File: src/rtl/pc_fetch_unit.sv
// -----------------------------------------------------------------------------
// pc_fetch_unit
//
// Program counter and instruction fetch stage sitting directly upstream of the
// control FSM. It holds the PC, applies the FSM's update commands (increment,
// PC-relative branch, register jump) and fetches instruction words from
// instruction memory over a req/ack handshake.
//
// Optional feature macro: BRANCH_STATS_EN
//   defined   : saturating taken / not-taken branch counters are built.
//   undefined : no counter registers; both counter ports are driven 16'h0000.
//
// Parameters
//   ADDR_W    PC / instruction address width (<= 16)
//   INSTR_W   instruction word width
//   RESET_PC  PC value loaded during reset
//
// Ports
//   Clk         in   system clock, all state updates on posedge
//   Reset_n     in   asynchronous active-low reset
//   PCEn        in   PC update strobe from the control FSM
//   PCState     in   00=PC+1, 01=PC+sext(Imm), 10=RsrcData, 11=PC+1 (not taken)
//   Imm         in   signed 8-bit branch displacement
//   RsrcData    in   register-file value used as jump target
//   MemData     in   instruction word from memory
//   MemAck      in   MemData valid for the current request
//   MemReq      out  fetch request, held until MemAck (registered)
//   InstrAddr   out  fetch address, equal to PC
//   Instr       out  latched instruction (registered)
//   InstrValid  out  Instr corresponds to the current PC (registered)
//   PC          out  current PC (registered)
//   PCPlus1     out  PC+1 zero-extended to 16 bits, link value
//   BrTakenCnt  out  taken branch/jump count
//   BrNTakenCnt out  not-taken branch count
// -----------------------------------------------------------------------------
module pc_fetch_unit #(
    parameter int          ADDR_W   = 16,
    parameter int          INSTR_W  = 16,
    parameter logic [15:0] RESET_PC = 16'h0000
) (
    input  logic               Clk,
    input  logic               Reset_n,
    input  logic               PCEn,
    input  logic [1:0]         PCState,
    input  logic [7:0]         Imm,
    input  logic [15:0]        RsrcData,
    input  logic [INSTR_W-1:0] MemData,
    input  logic               MemAck,
    output logic               MemReq,
    output logic [ADDR_W-1:0]  InstrAddr,
    output logic [INSTR_W-1:0] Instr,
    output logic               InstrValid,
    output logic [ADDR_W-1:0]  PC,
    output logic [15:0]        PCPlus1,
    output logic [15:0]        BrTakenCnt,
    output logic [15:0]        BrNTakenCnt
);

    localparam logic [1:0] ST_START = 2'b00;
    localparam logic [1:0] ST_FETCH = 2'b01;
    localparam logic [1:0] ST_HOLD  = 2'b10;
    localparam logic [1:0] ST_DROP  = 2'b11;

    localparam logic [1:0] PCS_INC  = 2'b00;
    localparam logic [1:0] PCS_BR   = 2'b01;
    localparam logic [1:0] PCS_JMP  = 2'b10;
    localparam logic [1:0] PCS_NTK  = 2'b11;

    localparam logic [ADDR_W-1:0] PC_ONE = ADDR_W'(1'b1);

    // Sign-extend the 8-bit displacement to the PC width.
    function automatic logic [ADDR_W-1:0] sext_imm(input logic [7:0] imm);
        return ADDR_W'($signed(imm));
    endfunction

    logic [1:0]         state_r;
    logic               armed_r;
    logic [ADDR_W-1:0]  pc_r;
    logic [INSTR_W-1:0] instr_r;
    logic               instr_valid_r;
    logic               mem_req_r;
    logic [ADDR_W-1:0]  pc_inc_s;
    logic [ADDR_W-1:0]  next_pc_s;

    // Next-PC selection; all arithmetic wraps modulo 2^ADDR_W.
    always_comb begin
        pc_inc_s  = pc_r + PC_ONE;
        next_pc_s = pc_inc_s;
        case (PCState)
            PCS_INC: next_pc_s = pc_inc_s;
            PCS_BR:  next_pc_s = pc_r + sext_imm(Imm);
            PCS_JMP: next_pc_s = RsrcData[ADDR_W-1:0];
            PCS_NTK: next_pc_s = pc_inc_s;
            default: next_pc_s = pc_inc_s;
        endcase
    end

    // Fetch FSM: PC register, request handshake and instruction latch.
    // START spends one full cycle after reset release (tracked by armed_r)
    // before the first request is raised.
    always_ff @(posedge Clk or negedge Reset_n) begin
        if (!Reset_n) begin
            state_r       <= ST_START;
            armed_r       <= 1'b0;
            pc_r          <= RESET_PC[ADDR_W-1:0];
            instr_r       <= {INSTR_W{1'b0}};
            instr_valid_r <= 1'b0;
            mem_req_r     <= 1'b0;
        end else begin
            case (state_r)
                ST_START: begin
                    // PCEn is deliberately ignored here.
                    if (armed_r) begin
                        state_r   <= ST_FETCH;
                        mem_req_r <= 1'b1;
                    end else begin
                        armed_r <= 1'b1;
                    end
                end
                ST_FETCH: begin
                    // A PC update wins over a same-cycle ack: the in-flight
                    // word belongs to the old PC and is discarded.
                    if (PCEn) begin
                        pc_r          <= next_pc_s;
                        mem_req_r     <= 1'b0;
                        instr_valid_r <= 1'b0;
                        state_r       <= ST_DROP;
                    end else if (MemAck) begin
                        instr_r       <= MemData;
                        instr_valid_r <= 1'b1;
                        mem_req_r     <= 1'b0;
                        state_r       <= ST_HOLD;
                    end
                end
                ST_HOLD: begin
                    if (PCEn) begin
                        pc_r          <= next_pc_s;
                        instr_valid_r <= 1'b0;
                        mem_req_r     <= 1'b1;
                        state_r       <= ST_FETCH;
                    end
                end
                ST_DROP: begin
                    // One dead cycle lets memory see the request fall; a
                    // further PC update restarts that cycle.
                    if (PCEn) begin
                        pc_r <= next_pc_s;
                    end else begin
                        mem_req_r <= 1'b1;
                        state_r   <= ST_FETCH;
                    end
                end
                default: begin
                    state_r       <= ST_START;
                    armed_r       <= 1'b0;
                    mem_req_r     <= 1'b0;
                    instr_valid_r <= 1'b0;
                end
            endcase
        end
    end

    assign MemReq     = mem_req_r;
    assign InstrAddr  = pc_r;
    assign Instr      = instr_r;
    assign InstrValid = instr_valid_r;
    assign PC         = pc_r;
    assign PCPlus1    = 16'(pc_inc_s);

`ifdef BRANCH_STATS_EN
    logic        pc_load_s;
    logic [15:0] br_taken_r;
    logic [15:0] br_ntaken_r;

    // A PC update is accepted in every state except START.
    always_comb begin
        if (state_r != ST_START) begin
            pc_load_s = PCEn;
        end else begin
            pc_load_s = 1'b0;
        end
    end

    // Saturating branch statistics, cleared only by reset.
    always_ff @(posedge Clk or negedge Reset_n) begin
        if (!Reset_n) begin
            br_taken_r  <= 16'h0000;
            br_ntaken_r <= 16'h0000;
        end else if (pc_load_s) begin
            if (((PCState == PCS_BR) || (PCState == PCS_JMP)) && (br_taken_r != 16'hFFFF)) begin
                br_taken_r <= br_taken_r + 16'h0001;
            end
            if ((PCState == PCS_NTK) && (br_ntaken_r != 16'hFFFF)) begin
                br_ntaken_r <= br_ntaken_r + 16'h0001;
            end
        end
    end

    assign BrTakenCnt  = br_taken_r;
    assign BrNTakenCnt = br_ntaken_r;
`else
    assign BrTakenCnt  = 16'h0000;
    assign BrNTakenCnt = 16'h0000;
`endif

endmodule
File: config.mk
export PLATFORM = sky130hd
export DESIGN_NAME = pc_fetch_unit
export DESIGN_NICKNAME = d
export VERILOG_FILES = /design/src/rtl/pc_fetch_unit.sv
export SDC_FILE = /design/constraint.sdc
export NUM_CORES = 1
export LEC_CHECK = 0
export CAP_MARGIN = 20
export CORE_MARGIN = 5
export CORE_UTILIZATION = 43
export DETAILED_ROUTE_END_ITERATION = 10
export PLACE_DENSITY_LB_ADDON = 0.25
export SLEW_MARGIN = 30
export SYNTH_ARGS = -nofsm -noshare
export SYNTH_HDL_FRONTEND = slang
export SYNTH_SLANG_ARGS = --single-unit
export TNS_END_PERCENT = 1
File: constraint.sdc
create_clock -name Clk -period 2.6 [get_ports Clk]
set_input_delay 0.78 -clock Clk [delete_from_list [all_inputs] [get_ports Clk]]
set_output_delay 0.78 -clock Clk [all_outputs]
set_load 0.01 [all_outputs]
Word level (Yosys, flattened, before mapping)
Index checks and enable logic that the tools add are counted.
{"block": "totals", "mem_bits_ro": 0, "input_bits": 46, "n_memories": 0, "latch_bits": 0, "ramBits": 0, "reg_bits": 37}
{"block": "op_classes", "n_bitwise": 1, "n_mux": 17, "shift": 0, "magnitude_cmp": 0, "n_eq_ne": 10, "div": 0, "mul": 0, "reduce_logical": 9, "n_addsub": 2}
{"cell": "case mux 16 bit (3 select lines)", "count": 1}
{"cell": "adder 16 x 1 -> 16 bit (second input constant)", "count": 1}
{"cell": "adder 16 bit", "count": 1}
{"cell": "2-to-1 mux 2 bit", "count": 5}
{"cell": "equality test 2 bit (second input constant)", "count": 4}
{"cell": "2-to-1 mux 1 bit", "count": 8}
{"cell": "case mux 2 bit (4 select lines)", "count": 1}
{"cell": "!= test 2 bit (second input constant)", "count": 3}
{"cell": "AND reduction 3 bit", "count": 2}
{"cell": "equality test 2 x 1 -> 1 bit (second input constant)", "count": 2}
{"cell": "logical NOT 2 bit", "count": 2}
{"cell": "case mux 1 bit (4 select lines)", "count": 1}
{"cell": "AND reduction 4 bit", "count": 1}
{"cell": "!= test 3 bit (second input constant)", "count": 1}
{"cell": "OR reduction 3 bit", "count": 1}
{"cell": "case mux 1 bit (2 select lines)", "count": 1}
{"cell": "AND reduction 2 bit", "count": 1}
{"cell": "nonzero test 2 bit", "count": 1}
{"cell": "OR reduction 2 bit", "count": 1}
{"cell": "inverter 1 bit", "count": 1}

Depth between registers and ports, before layout
Gate-level depths: netlist of the first run.
{"block": "depth", "ltp_word": 3, "ltp_mapped": 8}

Worst setup path before layout of the first run
Ideal clock, no wire load.
{"block": "synth_path", "kind": "input to register", "start": "input port Imm[0]", "end": "register pc_r[8], in the netlist InstrAddr[8]", "path_buffers": 0, "required_time_ns": 2.478, "cell_stages": 8, "slack_ns": -0.040, "setup_time_ns": 0.122, "arrival_time_ns": 2.518, "cell_sequence": "ha_1 fa_1 a21o_1 a311o_2 a21o_1 a21oi_1 mux2i_1 nand2_1"}
{"block": "synth_between", "elab_chain_cells": 2}
{"element": "start: declaration", "line_no": "45", "rtl": "input logic [7:0] Imm,"}
{"element": "adder 16 bit", "line_no": "91", "rtl": "PCS_BR: next_pc_s = pc_r + sext_imm(Imm);"}
{"element": "case mux 16 bit (3 select lines)", "line_no": "89", "rtl": "case (PCState)"}
{"element": "end signal: assignment", "line_no": "105", "rtl": "pc_r <= RESET_PC[ADDR_W-1:0];"}
{"element": "end signal: assignment", "line_no": "124", "rtl": "pc_r <= next_pc_s;"}
{"element": "end signal: assignment", "line_no": "137", "rtl": "pc_r <= next_pc_s;"}
{"element": "end: declaration", "line_no": "78", "rtl": "logic [ADDR_W-1:0] pc_r;"}
No other way between the ends.
A chain may end at the register's enable or synchronous reset.

Worst setup path in the final report of the first run
{"block": "layout_path", "start": "input port Imm[7]", "end": "register pc_r[15], in the netlist InstrAddr[15]"}
Same word-level chain as after synthesis.

==> results of run 1 <==
state kept, by name, indices dropped and copies added, names as in the netlist:
name	cells
Instr	16
InstrAddr	16
InstrValid	1
MemReq	1
armed_r	1
state_r	2
metal layers:
| layer | vias up | global-route usage (%) | wire [um] |
|---|---|---|---|
| met1 | 1512 | 27.47 | 3971 |
| met3 | 18 | 3.753 | 876 |
| met5 | - | 0 | 0 |
| li1 | 1506 | - | - |
| met2 | 150 | 37.44 | 4743 |
| met4 | 0 | 7.464 | 201 |
what timing repair did:
action / CTS / global route
resized for setup: 23 / 13
pin swaps: 5 / 6
buffers inserted: 0 / 1
endpoints found under the setup margin: 22 / 18
cell usage in the layout, fill, tap and decap left out, types with 4 or more instances in the layout:
master / n
a21o_1: 7
a21oi_1: 15
a221oi_1: 5
a22o_1: 5
a22oi_1: 4
buf_4: 62
clkbuf_8: 5
clkdlybuf4s50_1: 98
conb_1: 32
dfrtp_1: 37
dlygate4sd2_1: 10
ha_1: 17
inv_1: 10
mux2_1: 10
mux2_2: 9
mux2i_1: 4
nand2_1: 27
nand3_1: 7
nand4_1: 5
nor2_1: 19
o21ai_0: 13
o31ai_1: 4
or3_1: 4
xnor2_1: 10
xor2_1: 9
final timing paths:
check	from	to	slack, ps	depth (start not counted)
max in group asynchronous	Reset_n	armed_r	1490	1
max	Imm[7]	InstrAddr[15]	-180	9
min	Instr[12]	Instr[12]	490	1
max reg2reg	InstrAddr[0]	InstrAddr[15]	180	9
min in group asynchronous	Reset_n	Instr[7]	590	1
min reg2reg	Instr[12]	Instr[12]	490	1
area by class of cell:
| cell class | count | share of cell area, % |
|---|---|---|
| multi-input combinational | 273 | 42.23 |
| timing repair buffer | 174 | 33.11 |
| sequential | 37 | 19.45 |
| tap | 99 | 2.602 |
| clock buffer | 6 | 1.524 |
| inverter | 11 | 0.8673 |
| clock inverter | 2 | 0.2102 |
critical path, stage by stage:
cell and delay, ps:
clkdlybuf4s50_1 390, buf_4 170, ha_1 340, a21oi_2 190, o21ai_2 100, a31o_1 240
o21a_1 180, or4_4 510, o211ai_2 80
power groups by stage:
stage	Clock [mW]	Sequential, mW	Combinational [mW]
floorplan	0	1.15	1.38
global placement	0	1.02	2.91
detailed placement	0	1.03	2.97
CTS	0.397	1.03	2.97
global route	0.418	1.07	3.28
finish	0.382	1.03	3.03
through the flow:
stage	setup slack [ps]	instance area (um^2)	hold slack [ps]	util, %	power [mW]
2_1_floorplan	10.27	3308	460.6	-	2.527
6_report	-177.2	4761	488.9	65.64	4.437
5_1_grt	-251.5	4761	505.7	65.64	4.769
4_1_cts	-178.3	4705	490.5	64.86	4.392
3_3_place_gp	-459.4	4584	467.6	63.21	3.931
3_5_place_dp	-528.0	4584	473.8	63.21	3.997
logic make-up (layout without fill, tap and decap cells):
kind of cell | after synthesis | in the layout | share of synthesized area [%]
flip-flops | 37 | 37 | 29.03
adder cells (fa/ha/maj) | 19 | 19 | 7.689
XOR/XNOR | 22 | 22 | 6.042
AO/OA/AOI/OAI | 93 | 93 | 21.46
buffers and inverters | 73 | 193 | 14.83
multiplexers | 23 | 23 | 7.964
AND/OR/NAND/NOR | 84 | 84 | 12.87
other | 1 | 32 | 0.1176
==> results_dict.tcl, run 1 <==
set metrics [dict create \
    clk_latency_ps 290 \
    antenna_found_initial 0 \
    n_antenna_cell 0 \
    p_sw_mw 1.774 \
    setup_viol 9 \
    crit_fanout 10 \
    placed_cells_incl_taps 593 \
    seq_power_share_pct 23.2 \
    worstMarginPinSlew_ps 822.9 \
    cts_hold_buf 0 \
    p_leak_nw 2.182 \
    synth_top_area_share_pct 29.03 \
    place_congestion 0.8563 \
    fin_nets 567 \
    path_clk_slew_ps 70 \
    cp-end-kind "flop" \
    instances_no_fill 602 \
    setup_slack_ps -177.2 \
    final-seq-area_um2 925.9 \
    synth_area_leaders "dfrtp_1 (29%), buf_4 (12%), ha_1 (7.1%), xnor2_1 (3.6%), mux2_1 (3.5%)" \
    multi_input_area_um2 2011 \
    grt_overflow 0 \
    ios 144 \
    numPortBuffers 111 \
    core_area_um2 7253 \
    drive_above_1_share_pct 22.47 \
    slew_viol_final 0 \
    cts_max_level 2 \
    peakVddDrop_uv 499.2 \
    skew_ps 4.835 \
    ys_warn_count 0 \
    wl_per_cell_um 16.27 \
    worstPathArrival_ps 2990 \
    crit_required_ps 2810 \
    ys_async_sr_fraction_pct 100.0 \
    cap_violations 0 \
    crit_type "input port to flop" \
    die_y_um 96.12 \
    yosysSeqAreaShare_pct 29.03 \
    fillers 617 \
    viasPerCell 5.292 \
    grt_max_degree 38 \
    max-slew-margin-rel_pct 45.14 \
    syn_inst 352 \
    fin_crit_sh_pct 106.8 \
    grt_pass1_wl_um 15660 \
    initial_utilization_pct 43.97 \
    clock-sinks 37 \
    chipWidth_um 96.12 \
    synth_edf_count 0 \
    grt_util_all_layers_pct 21.82 \
    first_pass_iters 4 \
    syn_to_final_growth_pct 49.27 \
    clockRootBuffer "clkbuf_8" \
    drcViolationCount 0 \
    finalSetupTns_ps -658.4 \
    synth_area_per_cell_um2 9.061 \
    clockPowerShare_pct 8.6 \
    yosysMostFrequentCell "buf_4" \
    dpl.hpwl_um 7713 \
    cts_buffer_depth 2 \
    start_kind "input port" \
    cts_tree "yes" \
    drtIter0Drc 238 \
    swShare_pct 39.99 \
    p_int_mw 2.662 \
    violations "setup timing" \
    pwr_density_cell_nw_per_um2 931.9 \
    routed_wl_um 9793 \
    ys_seq_elements 37 \
    rsz0062_at_grt "yes" \
    status "finished, violations left" \
    dieArea_um2 9239 \
    syn_area_um2 3189 \
    fp-row-count 31 \
    p_comb_share_pct 68.2 \
    ys_types 65 \
    yosys_most_used_dff "dfrtp_1" \
    numCtsBuffers 5 \
    vias 3186 \
    synth_area_leader_cell "dfrtp_1" \
    ant_nets 0 \
    hp-class "flop to flop" \
    synthTopCellsByCount "buf_4 (50), dfrtp_1 (37), nand2_1 (28)" \
    first_global_vias 3130 \
    period_needed_ps 2777 \
    max_freq_mhz 360.1 \
    final_hold_viol_count 0 \
]
No activity file was read; power rests on OpenSTA's default activity.
==> run 2, diff against run 1 <==
--- a/config.mk
+++ b/config.mk
@@ -9,6 +9,7 @@
 export CORE_MARGIN = 5
 export CORE_UTILIZATION = 43
 export DETAILED_ROUTE_END_ITERATION = 10
+export HOLD_SLACK_MARGIN = 0.12
 export PLACE_DENSITY_LB_ADDON = 0.25
 export SLEW_MARGIN = 30
 export SYNTH_ARGS = -nofsm -noshare
==> results of run 2 <==
Same layout as run 1: the final DEF is identical, and so are final timing and power.
==> run 3, diff against run 2 <==
--- a/config.mk
+++ b/config.mk
@@ -7,10 +7,11 @@
 export LEC_CHECK = 0
 export CAP_MARGIN = 20
 export CORE_MARGIN = 5
-export CORE_UTILIZATION = 43
+export CORE_UTILIZATION = 30
 export DETAILED_ROUTE_END_ITERATION = 10
 export HOLD_SLACK_MARGIN = 0.12
 export PLACE_DENSITY_LB_ADDON = 0.25
+export SETUP_SLACK_MARGIN = 0.02
 export SLEW_MARGIN = 30
 export SYNTH_ARGS = -nofsm -noshare
 export SYNTH_HDL_FRONTEND = slang
==> run 3 against run 2 <==
Against the previous run: the flow still finishes with violations (setup timing); non-clock buffer count rose by 5; clock skew is 5.9 ps higher; flip-flop and latch count unchanged; hold slack worse by 41 ps; setup slack worse by 34 ps; maximum frequency is 1.2% lower; clock power grew 7.3%; design area is 4.0% higher; sequential share of layout area is 0.72 points lower; sequential power is essentially flat; critical endpoint is now PCPlus1[11]; largest power group unchanged.
==> results_dict.tcl, run 3 (same netlist as run 1, synthesis figures left out) <==
set metrics [dict create \
    syn_to_final_growth_pct 55.20 \
    fillers 992 \
    die_y_um 113.1 \
    wl_per_cell_um 15.63 \
    grt-busiest-layer "met2" \
    pwr_density_cell_nw_per_um2 915.6 \
    grt_pass1_wl_um 16060 \
    vias 3119 \
    path_delay_family "buffers and inverters" \
    first_global_vias 3139 \
    first_pass_iters 4 \
    place_congestion 0.8500 \
    use_met3_pct 3.048 \
    rsz0062_at_grt "yes" \
    final_hold_viol_count 0 \
    cp.depth 4 \
    n_antenna_cell 0 \
    cts_max_level 2 \
    crit_required_ps 1820 \
    final_cell_mix "clkdlybuf4s50_1 (95), buf_4 (65), dfrtp_1 (36)" \
    setup_viol 5 \
    core_area_um2 10370 \
    mostFrequentLayoutCell "clkdlybuf4s50_1" \
    fin_nets 572 \
    fp-row-count 37 \
    postPlaceCellArea_um2 4690 \
    grt_util_all_layers_pct 15.40 \
    instances_no_fill 643 \
    placed_cells_incl_taps 634 \
    ant_nets 0 \
    drive_above_1_share_pct 24.65 \
    slowest_delay_ps 580 \
    cts_buffer_depth 2 \
    cap_violations 0 \
    crit_fanout 4 \
    met2_usage_pct 25.28 \
    chipWidth_um 113.1 \
    p_leak_nw 2.265 \
    numPortBuffers 111 \
    power_mw 4.532 \
    rr_worst_depth 9 \
    crit_buf_inv 1 \
    cp_cell_sequence "nand3_1 > nor4_2 > xor2_1 > clkdlybuf4s50_1" \
    clock-sinks 37 \
    max_freq_mhz 355.7 \
    dpl.hpwl_um 8093 \
    period_needed_ps 2811 \
    ios 144 \
    cts_tree "yes" \
    peakVddDrop_uv 352.0 \
    post-place-ws_ps -482.8 \
    slew_viol_final 0 \
    drcViolationCount 0 \
    design_area_um2 4950 \
    initial_utilization_pct 30.76 \
    fin_util_pct 47.73 \
    worstPathArrival_ps 2030 \
    start_kind "flop" \
    dieArea_um2 12790 \
    grt_max_degree 38 \
    viasPerCell 4.851 \
    crit_type "flop to output pin" \
    drtIter0Drc 147 \
    path_clk_slew_ps 70 \
    routed_wl_um 10050 \
    antenna_found_initial 0 \
    clockRootBuffer "clkbuf_8" \
    finalSetupTns_ps -539.9 \
    setup_slack_ps -211.2 \
    hp-class "input port to async pin" \
    grtUsageMet1_pct 20.62 \
    timing.hold.ws_ps 448.0 \
    crit_slowest_cell "clkdlybuf4s50_1" \
    status "finished, violations left" \
    cts_hold_buf 0 \
    grt_overflow 0 \
    cp-end-kind "output pin" \
    violations "setup timing" \
    fin_crit_sh_pct 108.1 \
    numCtsBuffers 5 \
    skew_ps 10.74 \
    clk_latency_ps 290 \
]
[run 3: cell types whose count changed in the layout (fill, tap and decap cells not counted), moves of 3 or more]
| cell | previous run | this run |
|---|---|---|
| ha_4 | 0 | 4 |
| dlygate4sd2_1 | 10 | 7 |
| ha_1 | 17 | 14 |
| dlymetal6s2s_1 | 1 | 4 |
| clkdlybuf4s50_1 | 98 | 95 |
| buf_4 | 62 | 65 |
[run 3: area by class of cell]
type                            count  area, um^2  share of cell area, %
Clock buffer                        7       86.33                  1.744
Inverter                           11       41.29                 0.8342
Multi-Input combinational cell    273        2072                  41.86
Sequential cell                    37       927.1                  18.73
Tap cell                          136       170.2                  3.438
Timing Repair Buffer              179        1653                  33.39
[run 3: power by group]
part	total (mW)	internal, mW	switching, mW	leakage, nW
Combinational	3.13	1.74	1.39	1.78
Sequential	0.996	0.811	0.185	0.439
Clock	0.410	0.210	0.200	0.0443
[run 3: final timing paths]
check	start	end	slack, ps
max in group asynchronous	Reset_n	InstrAddr[0]	1800
hold reg to reg	Instr[7]	Instr[7]	490
min in group Clk	Instr[7]	Instr[7]	490
hold / removal	Reset_n	InstrAddr[13]	450
setup reg to reg	InstrAddr[0]	InstrAddr[15]	170
setup / recovery	InstrAddr[8]	PCPlus1[11]	-210
[run 3: per-layer routing]
metal,vias to the layer above,share of wire [%]
met5,-,0
met4,0,1.9
li1,1516,-
met1,1464,44
met2,121,47
met3,18,7.1
[run 3: repair_timing]
| action | in CTS | in global routing |
|---|---|---|
| gates resized for setup | 31 | 21 |
| setup buffers | 1 | 1 |
| endpoints found under the hold margin | 0 | 0 |
| pin swaps | 15 | 4 |
| endpoints found under the setup margin | 24 | 21 |
